**config.mk**
```make
export PLATFORM = sky130hd
export DESIGN_NAME = operand_loader_8_bits
export DESIGN_NICKNAME = d
export VERILOG_FILES = /design/src/rtl/operand_loader_8_bits.sv
export SDC_FILE = /design/constraint.sdc
export NUM_CORES = 1
export LEC_CHECK = 0
export ABC_AREA = 1
export CAP_MARGIN = 5
export CORE_MARGIN = 1
export CORE_UTILIZATION = 30
export DETAILED_ROUTE_END_ITERATION = 7
export PLACE_DENSITY = 0.69
export SETUP_SLACK_MARGIN = 0.15
export SYNTH_ARGS = -nofsm -noshare
export SYNTH_HDL_FRONTEND = slang
export SYNTH_SLANG_ARGS = --single-unit
```
**constraint.sdc**
```tcl
create_clock -name clk -period 2.4 [get_ports clk]
set_input_delay 0.72 -clock clk [delete_from_list [all_inputs] [get_ports clk]]
set_output_delay 0.72 -clock clk [all_outputs]
set_load 0.005 [all_outputs]
```
**src/rtl/operand_loader_8_bits.sv**
```systemverilog
// Byte-serial operand loader: accepts A then B over a valid/ready bus and presents the pair.
// Optional WAIT_B abort timer is built when OPERAND_LOADER_TIMEOUT_EN is defined.
module operand_loader_8_bits #(
    parameter int unsigned WIDTH          = 8,
    parameter int unsigned TIMEOUT_CYCLES = 16
) (
    input  logic             clk,
    input  logic             reset,
    input  logic [WIDTH-1:0] data_in,
    input  logic             in_valid,
    output logic             in_ready,
    output logic [WIDTH-1:0] A,
    output logic [WIDTH-1:0] B,
    output logic             out_valid,
    input  logic             out_ready,
    output logic [7:0]       pair_count,
    output logic             timeout_err
);

    if (TIMEOUT_CYCLES < 1) begin : g_bad_timeout
        $error("TIMEOUT_CYCLES must be at least 1");
    end

    typedef enum logic [1:0] {
        StIdle    = 2'd0,
        StWaitB   = 2'd1,
        StPresent = 2'd2
    } state_e;

    state_e           state_q, state_d;
    logic [WIDTH-1:0] a_q, a_d;
    logic [WIDTH-1:0] b_q, b_d;
    logic [7:0]       pair_count_q, pair_count_d;

`ifdef OPERAND_LOADER_TIMEOUT_EN
    localparam int unsigned CntW = (TIMEOUT_CYCLES > 1) ? $clog2(TIMEOUT_CYCLES) : 1;
    localparam logic [CntW-1:0] CntMax = CntW'(TIMEOUT_CYCLES - 1);

    logic [CntW-1:0] cnt_q, cnt_d;
    logic            err_q, err_d;
`endif

    always_comb begin
        state_d      = state_q;
        a_d          = a_q;
        b_d          = b_q;
        pair_count_d = pair_count_q;
`ifdef OPERAND_LOADER_TIMEOUT_EN
        cnt_d        = cnt_q;
        err_d        = 1'b0;
`endif
        unique case (state_q)
            StIdle: begin
                if (in_valid) begin
                    a_d     = data_in;
                    state_d = StWaitB;
`ifdef OPERAND_LOADER_TIMEOUT_EN
                    cnt_d   = '0;
`endif
                end
            end
            StWaitB: begin
                if (in_valid) begin
                    b_d     = data_in;
                    state_d = StPresent;
                end
`ifdef OPERAND_LOADER_TIMEOUT_EN
                // An arriving B on the expiry edge takes priority over the abort.
                else if (cnt_q == CntMax) begin
                    state_d = StIdle;
                    err_d   = 1'b1;
                end else begin
                    cnt_d = cnt_q + 1'b1;
                end
`endif
            end
            StPresent: begin
                if (out_ready) begin
                    state_d      = StIdle;
                    pair_count_d = pair_count_q + 8'd1;
                end
            end
            default: state_d = StIdle;
        endcase
    end

    always_ff @(posedge clk) begin
        if (reset) begin
            state_q      <= StIdle;
            a_q          <= '0;
            b_q          <= '0;
            pair_count_q <= '0;
        end else begin
            state_q      <= state_d;
            a_q          <= a_d;
            b_q          <= b_d;
            pair_count_q <= pair_count_d;
        end
    end

`ifdef OPERAND_LOADER_TIMEOUT_EN
    always_ff @(posedge clk) begin
        if (reset) begin
            cnt_q <= '0;
            err_q <= 1'b0;
        end else begin
            cnt_q <= cnt_d;
            err_q <= err_d;
        end
    end

    assign timeout_err = err_q;
`else
    assign timeout_err = 1'b0;
`endif

    assign in_ready   = (state_q != StPresent);
    assign out_valid  = (state_q == StPresent);
    assign A          = a_q;
    assign B          = b_q;
    assign pair_count = pair_count_q;

endmodule

```
After elaboration in Yosys (flattened, before gate mapping):

Cells that the tools add are included.

* add/sub/neg operators: 1
* equal/unequal tests: 6
* reduce and logical (&&, ||, !) cells: 5
* mux-type cells: 4

Operators with widths (number)
* adder 8 x 1 -> 8 bit (second input constant): 1
* 2-to-1 mux 2 bit: 3
* inequality test 2 bit (second input constant): 3
* one-hot mux 2 bit (3 select lines): 1
* AND reduction 2 bit: 3
* AND reduction 3 bit: 1
* == test 2 x 1 -> 1 bit (second input constant): 1
* == test 2 bit (second input constant): 1
* logical NOT 2 bit: 1
* inequality test 2 x 1 -> 1 bit (second input constant): 1

* bits of input ports: 12
* output and inout port bits: 27
* register bits after elaboration: 26
* logic and storage cells: 20

Longest topological paths before layout:

* word-level depth: 3
* mapped depth: 6
* gate-level depth less buffers: 6

Least setup slack after synthesis:

OpenSTA, ideal clock, no wires.

* path type: reg2out
* start point: reg state_q[1]
* end point: out in_ready
* required time: 1.680 ns
* data arrival time: 0.663 ns
* slack: 1.017 ns
* cell stages (with the launch flop): 4
* path through: dfxtp_1 > inv_2 > nor2_4 > inv_2

* longest elaborated chain between the ends: 1

RTL lines
* start: declaration: line 30 `state_e state_q, state_d;`
* start signal: assignment: line 89 `state_q <= StIdle;`
* start signal: assignment: line 94 `state_q <= state_d;`
* inequality test 2 bit: line 117 `assign in_ready = (state_q != StPresent);`
* end: declaration: line 11 `output logic in_ready,`

No other way between the ends.

Worst setup path after layout:

* start point: reg state_q[1]
* end point: out out_valid

* longest elaborated chain between the ends: 1

RTL lines
* == test 2 bit: line 118 `assign out_valid = (state_q == StPresent);`
* end: declaration: line 14 `output logic out_valid,`

No other way between the ends.

==> impl_metrics.yaml <==
status:
  status: "finished, final reports clean"
synth:
  yosysSeqAreaShare_pct: 49.2
  synth_fp_nets: 147
  yosysTopAreaCell: "dfxtp_1"
  syn_area_um2: 1060
  ys_types: 22
  synth.ff_latch_count: 26
  syn_inst: 134
  avgSynthCellArea_um2: 7.89
  synth.top_cell.area_share_pct: 49.2
  yosys_warnings: 0
  synth_area_leaders: "dfxtp_1 (49%), nor2_1 (8.9%), o21ai_0 (8.0%), a21oi_1 (6.6%), inv_1 (5.0%)"
worst_setup_path:
  cp_cell_sequence: "inv_2 > nor2_4 > clkdlybuf4s50_1"
  path_class: "reg2out"
  cp_max_fo: 3
  slowest_stage: "clkdlybuf4s50_1"
  worst_ep_required_time_ns: 1.68
  cp-start-kind: "register"
  critPathArrivalTime_ns: 1.42
  worstSetupEndpointType: "output port"
  cp_slowest_stage_delay_ns: 0.50
cts:
  cts_hold_buf: 0
  ctsResizeCount: 1
  postCtsSetupBuffers: 0
  cts-root-buf: "clkbuf_4"
  htreeDepth: 1
  cts_tree: "built"
  clk_pin_slew_ns: 0.14
  clock_sinks: 26
  cts_buffer_depth: 2
  cts_buffers: 3
  clk_latency_ns: 0.32
power:
  pwr-share-clk_pct: 33.1
  swShare_pct: 22.1
  pwr-share-comb_pct: 14.2
  seqPwrFrac_pct: 52.7
  power_leakage_nw: 0.586
  powerDensity_nw_per_um2: 582
  internal_power_mw: 0.699
  ir_worst_vdd_v: 0.000226
  total_power_mw: 0.897
  power.switching_mw: 0.198
global_routing:
  grt_max_degree: 18
  overflow: 0
  grt_pass1_wl_mm: 3.43
  grt_usage_pct: 12.5
  grt_pass1_vias: 769
  antenna_found_initial: 0
sta:
  skew_ns: 0.00492
  timing.final.max_slew_violations: 0
  rsz0062_at_grt: "no"
  layout_min_cycle_time_ns: 2.14
  finalHoldViolCount: 0
  timing.hold.ws_ns: 0.452
  setup_viol: 0
  fmax_mhz: 466
  tns_ns: 0
  fin_crit_sh_pct: 89.3
floorplanning:
  dieArea_um2: 3770
  core-area_um2: 3360
  fp-row-count: 21
  die_h_um: 61.4
  pin_count: 39
  start_util_pct: 31.4
  die_w_um: 61.4
drt:
  dr_total_vias: 948
  ant_nets: 0
  finalWirelength_mm: 2.22
  drtPass1Iterations: 4
  drtIter0Drc: 20
  drc_errors: 0
  routed_via_density: 4.33
  avgRoutedWirePerCell_um: 10.1
finish:
  drive_above_1_share_pct: 10.4
  mostFrequentLayoutCells: "clkdlybuf4s50_1 (37), nor2_1 (25), dfxtp_1 (24)"
  num-fill-cells: 368
  n_antenna_cell: 0
  layout_commonest_cell: "clkdlybuf4s50_1"
  areaGrowthSynthToFinish_pct: 45.8
  finalInstanceArea_um2: 1540
  finalNetCount: 187
worst_hold_path:
  hold_path.class: "reg2reg"
placement:
  dpl.hpwl_mm: 1.60
  gp_congestion: 0.690
  io_buffer_count: 37
  dpl-instance-area_um2: 1490
job:
  cap_violations: 0
[worst paths after layout]
path / end / cells past startpoint / slack (ns) / start
setup / recovery: out_valid / 3 / 0.26 / state_q[1]
setup reg to reg: pair_count[6] / 6 / 1.22 / pair_count[0]
hold reg to reg: B[0] / 2 / 0.45 / B[0]
hold / removal: B[0] / 2 / 0.45 / B[0]
[flip-flops by register name, summed over array words and instances, names as in the netlist]
name	flops
B	8
state_q	2
pair_count	8
A	8
[metrics by stage]
step	util, %	cells	setup WS, ns
final	45.8	219	0.256
after global routing	45.8	219	0.183
after CTS	45.8	219	0.168
after detailed placement	44.2	215	0.324
after global placement	44.2	215	0.369
after floorplan	-	134	1.02
[routing by layer]
layer	GRT usage (%)	vias to the layer above	share of wire [%]
li1	-	506	-
met1	18.2	418	48
met2	16.8	20	44
met3	3.15	4	5.6
met4	6.67	0	1.7
met5	0	-	0
[synthesized netlist by cell type, drive strengths merged]
master	count
nand3	8
a21oi	15
nor2	27
dfxtp	26
nor3	2
o21ai	18
xor2	1
or2	1
buf	2
conb	1
ha	1
inv	18
nand2	12
clkbuf	2
[power groups by stage]
| stage | combinational (mW) | sequential, mW | clock (mW) |
|---|---|---|---|
| floorplan | 0.0496 | 0.481 | 0 |
| global placement | 0.128 | 0.482 | 0 |
| detailed placement | 0.129 | 0.481 | 0 |
| CTS | 0.129 | 0.472 | 0.310 |
| global route | 0.143 | 0.476 | 0.324 |
| finish | 0.127 | 0.472 | 0.297 |
[kinds of logic after synthesis]
family	Yosys count	share of synthesized area, %
fa+ha+maj	1	1.18
xor+xnor	1	0.829
compound gates	33	16.0
other cells	1	0.355
flops	26	49.2
simple gates	50	23.6
buf+inv	22	8.88
[final cells by class]
type / instances / area [um^2] / area share (%)
multi-input combinational: 86 / 443 / 28.7
inverter: 18 / 67.6 / 4.38
clock inverter: 1 / 30.0 / 1.95
tap: 46 / 57.6 / 3.73
sequential: 26 / 523 / 33.9
timing repair buffer: 39 / 398 / 25.8
clock buffer: 3 / 22.5 / 1.46
[critical path: cells and delay by family, from the launching register on]
family,cells,cell delay [ns]
and+or+nand+nor,1,0.09
DFF,1,0.42
buffers and inverters,2,0.59
Note: power is estimated with default switching activity, not from simulation.
